## config.mk

```make
export PLATFORM = sky130hd
export DESIGN_NAME = div_sequencer_flat
export DESIGN_NICKNAME = d
export VERILOG_FILES = /design/src/rtl/div_sequencer_if.sv /design/src/rtl/div_sequencer.sv /design/src/flat_wrapper.sv
export SDC_FILE = /design/constraint.sdc
export NUM_CORES = 1
export LEC_CHECK = 0
export CORE_MARGIN = 5
export CORE_UTILIZATION = 48
export DETAILED_ROUTE_END_ITERATION = 7
export GPL_TIMING_DRIVEN = 0
export HOLD_SLACK_MARGIN = 0.02
export PLACE_DENSITY = 0.82
export SLEW_MARGIN = 20
export SYNTH_ARGS = -nofsm -noshare
export SYNTH_HDL_FRONTEND = slang
export SYNTH_SLANG_ARGS = --single-unit
```

## constraint.sdc

```tcl
create_clock -name clk -period 2.9 [get_ports clk]
set_input_delay 0.58 -clock clk [delete_from_list [all_inputs] [get_ports clk]]
set_output_delay 0.58 -clock clk [all_outputs]
set_load 0.05 [all_outputs]
```

## src/rtl/div_sequencer_if.sv

```systemverilog
// EX-stage request/response bundle between M-extension decode and the divide sequencer.
interface div_sequencer_if;
  logic        req_valid;
  logic [2:0]  req_funct3;
  logic [31:0] req_rs1;
  logic [31:0] req_rs2;
  logic        flush;
  logic        stall;
  logic        result_valid;
  logic [31:0] result;

  modport master (
    output req_valid, req_funct3, req_rs1, req_rs2, flush,
    input  stall, result_valid, result
  );

  modport slave (
    input  req_valid, req_funct3, req_rs1, req_rs2, flush,
    output stall, result_valid, result
  );
endinterface

```

## src/rtl/div_sequencer.sv

```systemverilog
// Sequences one DIV/DIVU/REM/REMU through the iterative divider, answering zero-divisor,
// signed overflow and repeat-operand requests (one-entry result cache) without a divider run.
//   state | meaning
//   IDLE  | waiting for a divide request
//   ISSUE | start pulse to the divider with latched operands
//   BUSY  | divider running, result wanted
//   RESP  | result presented to EX for one cycle
//   DRAIN | divider running for a flushed request, result only fills the cache
module div_sequencer (
  input  logic                 clk,
  input  logic                 rst,
  div_sequencer_if.slave       ex,
  output logic                 div_start,
  output logic [2:0]           div_funct3,
  output logic [31:0]          div_dividend,
  output logic [31:0]          div_divisor,
  input  logic                 div_done,
  input  logic [31:0]          div_quotient,
  input  logic [31:0]          div_remainder
);

  typedef enum logic [2:0] {S_IDLE, S_ISSUE, S_BUSY, S_RESP, S_DRAIN} state_e;

  state_e      state_q, state_d;
  logic [2:0]  funct3_q, funct3_d;
  logic [31:0] rs1_q, rs1_d, rs2_q, rs2_d;
  logic        sgn_q, sgn_d;
  logic [31:0] quo_q, quo_d, rem_q, rem_d;
  logic        cache_v_q, cache_v_d;
  logic [31:0] c_rs1_q, c_rs1_d, c_rs2_q, c_rs2_d;
  logic        c_sgn_q, c_sgn_d;
  logic [31:0] c_quo_q, c_quo_d, c_rem_q, c_rem_d;

  logic        req_div, req_sgn, zero_div, ovf, hit, cache_wr;
  logic [31:0] rem_fixed;

  // funct3: 100 div, 101 divu, 110 rem, 111 remu
  assign req_div  = ex.req_valid & ex.req_funct3[2];
  assign req_sgn  = ~ex.req_funct3[0];
  assign zero_div = (ex.req_rs2 == 32'd0);
  assign ovf      = req_sgn & (ex.req_rs1 == 32'h8000_0000) & (ex.req_rs2 == 32'hFFFF_FFFF);
  assign hit      = cache_v_q & (c_rs1_q == ex.req_rs1) & (c_rs2_q == ex.req_rs2)
                    & (c_sgn_q == req_sgn);

  // divider hands back a remainder magnitude; it takes the dividend's sign
  assign rem_fixed = (sgn_q & rs1_q[31]) ? (32'd0 - div_remainder) : div_remainder;

  always_comb begin
    state_d   = state_q;
    funct3_d  = funct3_q;
    rs1_d     = rs1_q;
    rs2_d     = rs2_q;
    sgn_d     = sgn_q;
    quo_d     = quo_q;
    rem_d     = rem_q;
    cache_v_d = cache_v_q;
    c_rs1_d   = c_rs1_q;
    c_rs2_d   = c_rs2_q;
    c_sgn_d   = c_sgn_q;
    c_quo_d   = c_quo_q;
    c_rem_d   = c_rem_q;
    cache_wr  = 1'b0;

    case (state_q)
      S_IDLE: begin
        if (req_div && !ex.flush) begin
          funct3_d = ex.req_funct3;
          rs1_d    = ex.req_rs1;
          rs2_d    = ex.req_rs2;
          sgn_d    = req_sgn;
          if (zero_div) begin
            quo_d   = 32'hFFFF_FFFF;
            rem_d   = ex.req_rs1;
            state_d = S_RESP;
          end else if (ovf) begin
            quo_d   = 32'h8000_0000;
            rem_d   = 32'd0;
            state_d = S_RESP;
          end else if (hit) begin
            quo_d   = c_quo_q;
            rem_d   = c_rem_q;
            state_d = S_RESP;
          end else begin
            state_d = S_ISSUE;
          end
        end
      end
      S_ISSUE: state_d = ex.flush ? S_IDLE : S_BUSY;
      S_BUSY: begin
        if (div_done) begin
          cache_wr = 1'b1;
          quo_d    = div_quotient;
          rem_d    = rem_fixed;
          state_d  = ex.flush ? S_IDLE : S_RESP;
        end else if (ex.flush) begin
          state_d = S_DRAIN;
        end
      end
      S_DRAIN: begin
        if (div_done) begin
          cache_wr = 1'b1;
          state_d  = S_IDLE;
        end
      end
      S_RESP:  state_d = S_IDLE;
      default: state_d = S_IDLE;
    endcase

    if (cache_wr) begin
      cache_v_d = 1'b1;
      c_rs1_d   = rs1_q;
      c_rs2_d   = rs2_q;
      c_sgn_d   = sgn_q;
      c_quo_d   = div_quotient;
      c_rem_d   = rem_fixed;
    end
  end

  always_ff @(posedge clk) begin
    if (rst) begin
      state_q   <= S_IDLE;
      funct3_q  <= 3'd0;
      rs1_q     <= 32'd0;
      rs2_q     <= 32'd0;
      sgn_q     <= 1'b0;
      quo_q     <= 32'd0;
      rem_q     <= 32'd0;
      cache_v_q <= 1'b0;
      c_rs1_q   <= 32'd0;
      c_rs2_q   <= 32'd0;
      c_sgn_q   <= 1'b0;
      c_quo_q   <= 32'd0;
      c_rem_q   <= 32'd0;
    end else begin
      state_q   <= state_d;
      funct3_q  <= funct3_d;
      rs1_q     <= rs1_d;
      rs2_q     <= rs2_d;
      sgn_q     <= sgn_d;
      quo_q     <= quo_d;
      rem_q     <= rem_d;
      cache_v_q <= cache_v_d;
      c_rs1_q   <= c_rs1_d;
      c_rs2_q   <= c_rs2_d;
      c_sgn_q   <= c_sgn_d;
      c_quo_q   <= c_quo_d;
      c_rem_q   <= c_rem_d;
    end
  end

  assign ex.result_valid = (state_q == S_RESP) & ~ex.flush;
  assign ex.result       = ex.result_valid ? (funct3_q[1] ? rem_q : quo_q) : 32'd0;
  assign ex.stall        = req_div & ~ex.result_valid;
  assign div_start       = (state_q == S_ISSUE) & ~ex.flush;
  assign div_funct3      = funct3_q;
  assign div_dividend    = rs1_q;
  assign div_divisor     = rs2_q;

endmodule

```

## src/flat_wrapper.sv

```systemverilog
// flat-port wrapper written by rule: the top's interface ports become plain ports
module div_sequencer_flat 
  (clk, rst, div_start, div_funct3, div_dividend, div_divisor, div_done, div_quotient, div_remainder, ex_req_valid, ex_req_funct3, ex_req_rs1, ex_req_rs2, ex_flush, ex_stall, ex_result_valid, ex_result);
  div_sequencer_if ex_i ();
  input  logic clk;
  input  logic rst;
  output logic div_start;
  output logic [2:0] div_funct3;
  output logic [31:0] div_dividend;
  output logic [31:0] div_divisor;
  input  logic div_done;
  input  logic [31:0] div_quotient;
  input  logic [31:0] div_remainder;
  input wire logic [$bits(ex_i.req_valid)-1:0] ex_req_valid;
  input wire logic [$bits(ex_i.req_funct3)-1:0] ex_req_funct3;
  input wire logic [$bits(ex_i.req_rs1)-1:0] ex_req_rs1;
  input wire logic [$bits(ex_i.req_rs2)-1:0] ex_req_rs2;
  input wire logic [$bits(ex_i.flush)-1:0] ex_flush;
  output wire logic [$bits(ex_i.stall)-1:0] ex_stall;
  output wire logic [$bits(ex_i.result_valid)-1:0] ex_result_valid;
  output wire logic [$bits(ex_i.result)-1:0] ex_result;
  assign ex_i.req_valid = ex_req_valid;
  assign ex_i.req_funct3 = ex_req_funct3;
  assign ex_i.req_rs1 = ex_req_rs1;
  assign ex_i.req_rs2 = ex_req_rs2;
  assign ex_i.flush = ex_flush;
  assign ex_stall = ex_i.stall;
  assign ex_result_valid = ex_i.result_valid;
  assign ex_result = ex_i.result;
  div_sequencer u_core (.clk(clk), .rst(rst), .ex(ex_i), .div_start(div_start), .div_funct3(div_funct3), .div_dividend(div_dividend), .div_divisor(div_divisor), .div_done(div_done), .div_quotient(div_quotient), .div_remainder(div_remainder));
endmodule
```

**Word-level counts from Yosys, hierarchy flattened**

Index checks and enable logic that the tools add are counted.

- $add $sub $neg: 1
- Multipliers: 0
- Div/mod/pow operators: 0
- Order comparisons: 0
- Eq/ne operators: 14
- Shift-type cells: 0
- Muxes and demuxes: 27
- Bitwise operators: 13
- Reductions and logical operators: 9

Operator list:

| operator | number |
|---|---|
| $mux 32 | 13 |
| $pmux 32 s2 | 2 |
| $eq 32x32->1 | 2 |
| $eq 32x32->1 const B | 2 |
| $logic_not 32->1 | 1 |
| $sub 1x32->32 const A | 1 |
| $mux 3 | 6 |
| $pmux 3 s4 | 1 |
| $and 1x1->1 | 10 |
| $eq 3x2->1 const B | 2 |
| $mux 2 | 3 |
| $ne 2x2->1 const B | 2 |
| $ne 4x1->1 const B | 1 |
| $reduce_and 4->1 | 1 |
| $eq 3x1->1 const B | 1 |
| $eq 3x3->1 const B | 1 |
| $logic_not 3->1 | 1 |
| $ne 3x3->1 const B | 1 |
| $not 1->1 | 3 |
| $reduce_and 3->1 | 1 |
| $mux 1 | 2 |
| $ne 2x1->1 const B | 1 |
| $reduce_and 2->1 | 1 |
| $reduce_bool 2->1 | 1 |
| other kinds (4) | 4 |

- Register bits after elaboration: 265
- Bits in latches: 0
- Bits in writable memories: 0
- Bits in read-only memories: 0
- Input port bits: 136
- Output and inout port bits: 102
- Word-level logic and storage cells: 77
- Memories kept: 0

**Depth between registers and ports, before layout**

Gate-level depths: netlist (run 1).

- Word-level depth: 9
- Depth in mapped cells: 10
- Gate-level depth less buffers: 9

**Worst setup path after synthesis (run 1)**

OpenSTA, ideal clock, no wires.

- Path kind: input -> register
- From: input ex_req_rs2[30]
- To: register u_core.rem_q[10]
- Arrival time: 2665 ps
- Slack: 116 ps
- Cell stages on the path: 10
- Buffers on the path: 3
- Cells stage by stage: nand4_1 -> or4_1 -> or4_1 -> buf_2 -> or2_1 -> buf_2 -> a21oi_4 -> nor3_4 -> buf_6 -> mux2i_1

- Cells in the longest elaborated chain, start to end: 6
- Elaborated cells between the ends (all ways): 12
- Classes of those cells: eq/ne: 3; mux: 4; bitwise: 3; reduce/logical: 2

Ends and longest elaborated chain:

| what | line | text |
|---|---|---|
| from (decl) | flat_wrapper.sv:17 | `input wire logic [$bits(ex_i.req_rs2)-1:0] ex_req_rs2;` |
| $eq 32x32->1 | div_sequencer.sv:41 | `assign ovf = req_sgn & (ex.req_rs1 == 32'h8000_0000) & (ex.req_rs2 == 32'hFFFF_FFFF);` |
| $and 1x1->1 | div_sequencer.sv:41 |  |
| $mux 32 | div_sequencer.sv:75 | `end else if (ovf) begin` |
| $mux 32 | div_sequencer.sv:71 | `if (zero_div) begin` |
| $mux 32 | div_sequencer.sv:66 | `if (req_div && !ex.flush) begin` |
| $pmux 32 s2 | div_sequencer.sv:64 | `case (state_q)` |
| to (signal assigned) | div_sequencer.sv:141 | `rem_q <= rem_d;` |
| to (decl) | div_sequencer.sv:28 | `logic [31:0] quo_q, quo_d, rem_q, rem_d;` |

Several ways; a longest one is shown, not always the timed one. The select of a mux whose other input is x is not followed.
A chain may end at the register's enable or synchronous reset.

**Worst setup path in the final report (run 1)**

- From: input ex_flush
- To: output ex_result[0]

- Cells in the longest elaborated chain, start to end: 3

Ends and longest elaborated chain:

| what | line | text |
|---|---|---|
| from (decl) | flat_wrapper.sv:18 | `input wire logic [$bits(ex_i.flush)-1:0] ex_flush;` |
| $not 1->1 | div_sequencer.sv:151 | `assign ex.result_valid = (state_q == S_RESP) & ~ex.flush;` |
| $and 1x1->1 | div_sequencer.sv:151 |  |
| $mux 32 | div_sequencer.sv:152 | `assign ex.result = ex.result_valid ? (funct3_q[1] ? rem_q : quo_q) : 32'd0;` |
| to (decl) | flat_wrapper.sv:21 | `output wire logic [$bits(ex_i.result)-1:0] ex_result;` |

No other way between the ends.

==> results.py, run 1 <==
metrics = {
    "worst_setup_path": {
        "crit_arrival_ns": 2.30,
        "rrSetupSlack_ns": 0.10,
        "reg2reg_from": "u_core.state_q[1]",
        "slowest_delay_ns": 0.56,
        "cp_slowest_cell": "dlygate4sd2_1",
        "path_max_fanout": 6,
        "worstPathCellList": "clkdlybuf4s50_1, nor2_2, nand3_4, nor2_1, dlygate4sd2_1",
        "end_kind": "output pin",
        "crit_type": "in2out",
        "r2r-end": "u_core.c_quo_q[24]",
        "r2r_cells": 7,
        "startpoint": "ex_flush",
        "critPathRequiredTime_ns": 2.32,
        "critPathLaunchType": "input pin",
    },
    "power_and_ir_drop": {
        "p_int_w": 0.00635,
        "seq_power_share": 0.440,
        "sw_frac_of_total": 0.250,
        "ir_drop_v": 0.000438,
        "p_comb_frac": 0.102,
        "power.share.clock": 0.458,
        "p_per_area_mw_per_mm2": 505,
        "p_leak_nw": 6.08,
        "power_w": 0.00846,
        "switching_power_w": 0.00212,
    },
    "floorplan": {
        "die_w_um": 174,
        "die_y_um": 174,
        "core_sq_mm": 0.0267,
        "start_util": 0.482,
        "row_count": 60,
        "ios": 238,
        "die-area_sq_mm": 0.0302,
    },
    "sta": {
        "slew_viol_final": 0,
        "rsz0062_at_grt": "yes",
        "hold_viol_final": 0,
        "setup-violations-final": 0,
        "fmax_mhz": 347,
        "tightestPinTransition_ns": 0.973,
        "finalCritPeriodShare": 0.993,
        "slew_headroom": 0.351,
        "min_period_ns": 2.88,
        "clock_skew_ns": 0.00837,
        "setup_ws_ns": 0.0206,
    },
    "placement": {
        "place_congestion": 0.942,
        "dp_hpwl_um": 36300,
        "port_buffers": 237,
        "place_ws_ns": -1.19,
    },
    "drt": {
        "dr_total_vias": 13801,
        "wl_per_cell_um": 20.8,
        "drtAntennaViolNets": 0,
        "wl_um": 48300,
        "drt_iter0_drc": 1606,
        "viasPerCell": 5.95,
        "drtPass1Iterations": 7,
        "drc": 0,
    },
    "clock_network": {
        "cts_tree": "built",
        "clock_sinks": 265,
        "htreeDepth": 1,
        "cts.path.max_buffers": 3,
        "clock_latency_ns": 0.55,
        "hold_buffers": 0,
        "cts-root-buf": "clkbuf_16",
        "cts_buffers": 29,
        "clkTransAtPathRegs_ns": 0.06,
    },
    "grt": {
        "grt_max_degree": 15,
        "grt_pass1_wl_um": 73200,
        "grt_pass1_vias": 13280,
        "overflow": 0,
        "antenna_found_initial": 3,
        "grt.total_usage": 0.300,
    },
    "synthesis": {
        "synth_top_family_by_area": "compound AO/OA/AOI/OAI gates",
        "synth_xor_area_frac": 0.0470,
        "syn-num-nets": 1824,
        "synth_compound_area_frac": 0.222,
        "yosysUniqueCellTypes": 53,
        "yosys_warnings": 0,
        "async_reset_ff_frac": 0,
        "synth_seq_cells": 265,
        "yosysSeqAreaShare": 0.413,
        "synthAdderAreaFrac": 0.000973,
        "syn_inst": 1687,
        "synth_simple_gate_area_share": 0.214,
        "syn_area_sq_mm": 0.0129,
        "synthMuxAreaShare": 0.0514,
        "synth_enable_flop_cells": 0,
        "synth_area_per_cell_sq_um": 7.62,
        "synth_ff_type": "dfxtp_1",
    },
    "flow_run": {
        "drv_cap": 0,
    },
    "outcome": {
        "outcome": "complete, no violations",
    },
    "finish": {
        "syn2layout_area_growth_pct": 30.5,
        "final_cell_mix": "387 x nand2_1, 280 x a21oi_1, 265 x dfxtp_1",
        "final_common_cell": "nand2_1",
        "fillers": 2331,
        "num-nets-final": 2093,
        "drive_gt1_frac": 0.0744,
    },
    "hold_path": {
        "holdCritStartpoint": "ex_req_rs2[11]",
        "min_to": "u_core.div_divisor[11]",
        "hold_path_class": "in2reg",
        "whs_path_depth": 3,
    },
}
[cells in the mapped netlist (all sizes together), types with 2 or more instances]
library cell,n,share of area
a21oi,282,0.11
or4,4,0.0023
nand4,19,0.0092
xnor2,61,0.042
a41oi,2,0.0014
or2,2,0.00097
nor4bb,2,0.0016
a211oi,31,0.018
o211ai,32,0.019
o22ai,2,0.00097
a31oi,10,0.0049
clkbuf,128,0.037
nand3,26,0.010
and2,3,0.0015
inv,24,0.0070
o21ai,44,0.017
nand3b,2,0.0012
nor3,9,0.0044
nor4,23,0.011
and3,4,0.0019
nand2,387,0.11
nor4b,2,0.0014
buf,15,0.0072
a221o,24,0.019
nand2b,17,0.0083
o31ai,31,0.018
a2111oi,6,0.0041
nor2b,15,0.0073
nor3b,2,0.0012
nor2,119,0.035
dfxtp,265,0.41
o2111a,4,0.0035
xor2,8,0.0055
mux2i,66,0.051
and4,4,0.0027
[through the flow]
stage / cell area, sq um / setup TNS, ns / hold slack, ns / instances / utilization
finish: 16800 / 0 / 0.321 / 2321 / 0.629
global route: 16800 / -0.00319 / 0.326 / 2320 / 0.629
CTS: 16800 / 0 / 0.443 / 2318 / 0.631
detailed placement: 15700 / -132.18 / 0.447 / 2266 / 0.588
global placement: 15700 / -198.17 / 0.438 / 2265 / 0.587
floorplan: 12900 / 0 / 0.431 / 1687 / -
[state kept, by name, summed over array words and instances, names as in the netlist]
signal,count
u_core.sgn_q,1
u_core.quo_q,32
u_core.c_rs1_q,32
u_core.rem_q,32
u_core.div_funct3,3
u_core.cache_v_q,1
u_core.c_quo_q,32
u_core.div_dividend,32
u_core.c_rs2_q,32
u_core.div_divisor,32
u_core.state_q,3
u_core.c_rem_q,32
u_core.c_sgn_q,1
[worst max-delay path: cells and delay by family]
family	cells	cell delay, ns
buf+inv	2	1.03
simple gates	3	0.68
[worst max-delay path by stage]
stage,to,cells past startpoint
after floorplan,u_core.rem_q[10],10
after global placement,u_core.quo_q[1],8
after detailed placement,u_core.quo_q[1],10
after CTS,u_core.quo_q[1],12
after global routing,u_core.rem_q[18],12
final,ex_result[0],5
[layout make-up]
class	count	area (sq um)	share of cell area
Buffer	138	596	0.0355
Timing Repair Buffer	243	2320	0.138
Sequential cell	265	5310	0.316
Antenna cell	3	7.51	0.000448
Clock inverter	12	170	0.0101
Tap cell	341	427	0.0254
Inverter	25	93.8	0.00559
Multi-Input combinational cell	1254	7030	0.419
Clock buffer	40	827	0.0493
[per-layer routing]
layer	wire, um	GRT usage	up-vias
met1	19200	0.379	6411
met3	4630	0.0635	154
met4	2860	0.160	0
li1	-	-	6413
met5	0	0	-
met2	21700	0.482	823
[power by group through the flow]
stage,clock [W],combinational (W),sequential [W]
2_1_floorplan,0,0.000277,0.00390
3_3_place_gp,0,0.000847,0.00380
3_5_place_dp,0,0.000853,0.00380
4_1_cts,0.00388,0.000853,0.00372
5_1_grt,0.00404,0.000908,0.00373
6_report,0.00387,0.000867,0.00372
[cell families after synthesis]
| group | count (synthesis) |
|---|---|
| fa+ha+maj | 1 |
| mux | 66 |
| compound gates | 476 |
| buf+inv | 168 |
| xor+xnor | 69 |
| flops | 265 |
| simple gates | 642 |
[repair_timing]
item                                    in CTS  in global routing
endpoints found under the setup margin     189                116
pin swaps                                    2                  4
resized for setup                          161                132
gates cloned                                 0                  3
setup buffers                                2                  0
(Power assumes the default switching activity.)
==> run 2: changes to the inputs <==
Settings changed: GPL_ROUTABILITY_DRIVEN from default to 0, SLEW_MARGIN 20 to default.
==> run 2 against run 1 <==
  * Cell count shrank 0.22%
  * Global-route usage down 0.65 points
  * Combinational power about the same
  * Die area unchanged
  * The flow now finishes with violations (setup timing)
  * Largest cell class unchanged
  * Critical path depth increased by 5
  * Setup slack got worse by 0.051 ns
  * Sequential power hardly changed
  * Utilization decreased by 0.23 points
  * Register-to-register slack better by 0.04 ns
==> results.py, run 2 (same netlist as run 1, synthesis figures left out) <==
metrics = {
    "outcome": {
        "outcome": "finished with violations",
        "violations": "setup timing",
    },
    "drt": {
        "drc": 0,
        "viasPerCell": 5.99,
        "drtAntennaViolNets": 0,
        "wl_per_cell_um": 20.3,
        "drt_iter0_drc": 1647,
        "dr_total_vias": 13869,
        "drtPass1Iterations": 6,
        "wl_um": 47100,
    },
    "placement": {
        "post-place-cells": 2266,
        "dp_hpwl_um": 35200,
        "port_buffers": 237,
        "placed_area_sq_mm": 0.0157,
    },
    "sta": {
        "slew_viol_final": 0,
        "fmax_mhz": 341,
        "hold_viol_final": 0,
        "slew_headroom": 0.324,
        "clock_skew_ns": 0.0306,
        "min_period_ns": 2.93,
        "tightestPinTransition_ns": 1.01,
        "setup-violations-final": 1,
        "setup_ws_ns": -0.0302,
        "finalCritPeriodShare": 1.01,
    },
    "grt": {
        "grt_max_degree": 15,
        "antenna_found_initial": 3,
        "grt.total_usage": 0.293,
        "grt_pass1_wl_um": 71900,
        "grt_pass1_vias": 13363,
        "overflow": 0,
    },
    "power_and_ir_drop": {
        "p_per_area_mw_per_mm2": 489,
        "p_leak_nw": 5.98,
        "ir_drop_v": 0.000401,
    },
    "clock_network": {
        "cts.path.max_buffers": 3,
        "clock_latency_ns": 0.57,
        "clock_sinks": 265,
        "cts-root-buf": "clkbuf_16",
        "htreeDepth": 1,
        "clkTransAtPathRegs_ns": 0.06,
        "cts_tree": "built",
        "cts_buffers": 27,
        "hold_buffers": 0,
    },
    "finish": {
        "drive_gt1_frac": 0.0715,
        "num-nets-final": 2090,
        "final_cell_mix": "387 x nand2_1, 280 x a21oi_1, 265 x dfxtp_1",
        "stdcell_count": 2316,
        "syn2layout_area_growth_pct": 30.0,
        "final_area_sq_mm": 0.0167,
        "final_common_cell": "nand2_1",
    },
    "worst_setup_path": {
        "critPathLaunchType": "input pin",
        "crit_type": "in2reg",
        "end_kind": "register",
        "path_max_fanout": 10,
        "worstPathCellList": "clkdlybuf4s50_1, nor4_1, and4_1, and2_1, clkbuf_1, nor2_1, clkbuf_1, a21oi_1, o31ai_1, a21oi_1",
        "critPathRequiredTime_ns": 3.37,
        "crit_arrival_ns": 3.40,
        "cp_slowest_cell": "clkdlybuf4s50_1",
        "slowest_delay_ns": 0.51,
    },
    "floorplan": {
        "start_util": 0.482,
        "core_sq_mm": 0.0267,
        "row_count": 60,
        "die_w_um": 174,
        "die-area_sq_mm": 0.0302,
        "die_y_um": 174,
        "ios": 238,
    },
    "hold_path": {
        "hold_path_class": "in2reg",
    },
    "flow_run": {
        "drv_cap": 0,
    },
}
run 2: critical path, delay by kind of cell:
family / cells / cell delay (ns)
buf+inv: 3 / 1.08
compound gates: 3 / 0.54
simple gates: 4 / 1.19
run 2: metal layers:
metal	global-route usage	share of wire
met1	0.372	0.39
met3	0.0604	0.11
met2	0.477	0.44
met5	0	0.00028
met4	0.145	0.060
run 2: stage by stage:
stage | setup slack (ns) | utilization | TNS, ns | total power, W | hold slack (ns)
final | -0.0302 | 0.627 | -0.0302 | 0.00818 | 0.293
after global routing | -0.0395 | 0.627 | -0.710 | 0.00837 | 0.302
after CTS | 0.000106 | 0.627 | 0 | 0.00816 | 0.399
after detailed placement | -1.18 | 0.588 | -126.02 | 0.00465 | 0.445
after global placement | -1.35 | 0.587 | -180.10 | 0.00464 | 0.438
after floorplan | 0.116 | - | 0 | 0.00417 | 0.431
run 2: worst paths after layout:
kind | start | endpoint | slack (ns) | cells after the start
setup / recovery | ex_req_rs2[12] | u_core.quo_q[27] | -0.03 | 10
hold / removal | ex_req_rs2[29] | u_core.div_divisor[29] | 0.29 | 3
setup reg to reg | u_core.state_q[1] | u_core.c_rem_q[29] | 0.14 | 7
hold reg to reg | u_core.c_rs2_q[2] | u_core.c_rs2_q[2] | 0.46 | 2
run 2: final cells by class:
class                   instances  area (sq um)
diodes                          2          5.00
multi-input cells            1254          7030
fillers                      2248          9940
flip-flops and latches        265          5310
clock buffers                  40           805
repair buffers                240          2340
clock inverters                 9           110
plain buffers                 140           593
inverters                      25          93.8
well taps                     341           427
run 2: repair_timing:
action,4_1_cts,5_1_grt
gates resized for setup,160,109
endpoints found under the setup margin,112,154
pin swaps,2,7
buffers inserted,2,0
run 2: power breakdown:
group | leakage (nW) | internal (W) | switching (W) | total [W]
Clock | 0.458 | 0.00210 | 0.00149 | 0.00359
Sequential | 2.14 | 0.00368 | 0.0000370 | 0.00372
Combinational | 3.38 | 0.000324 | 0.000542 | 0.000866
Total | 5.98 | 0.00611 | 0.00207 | 0.00818
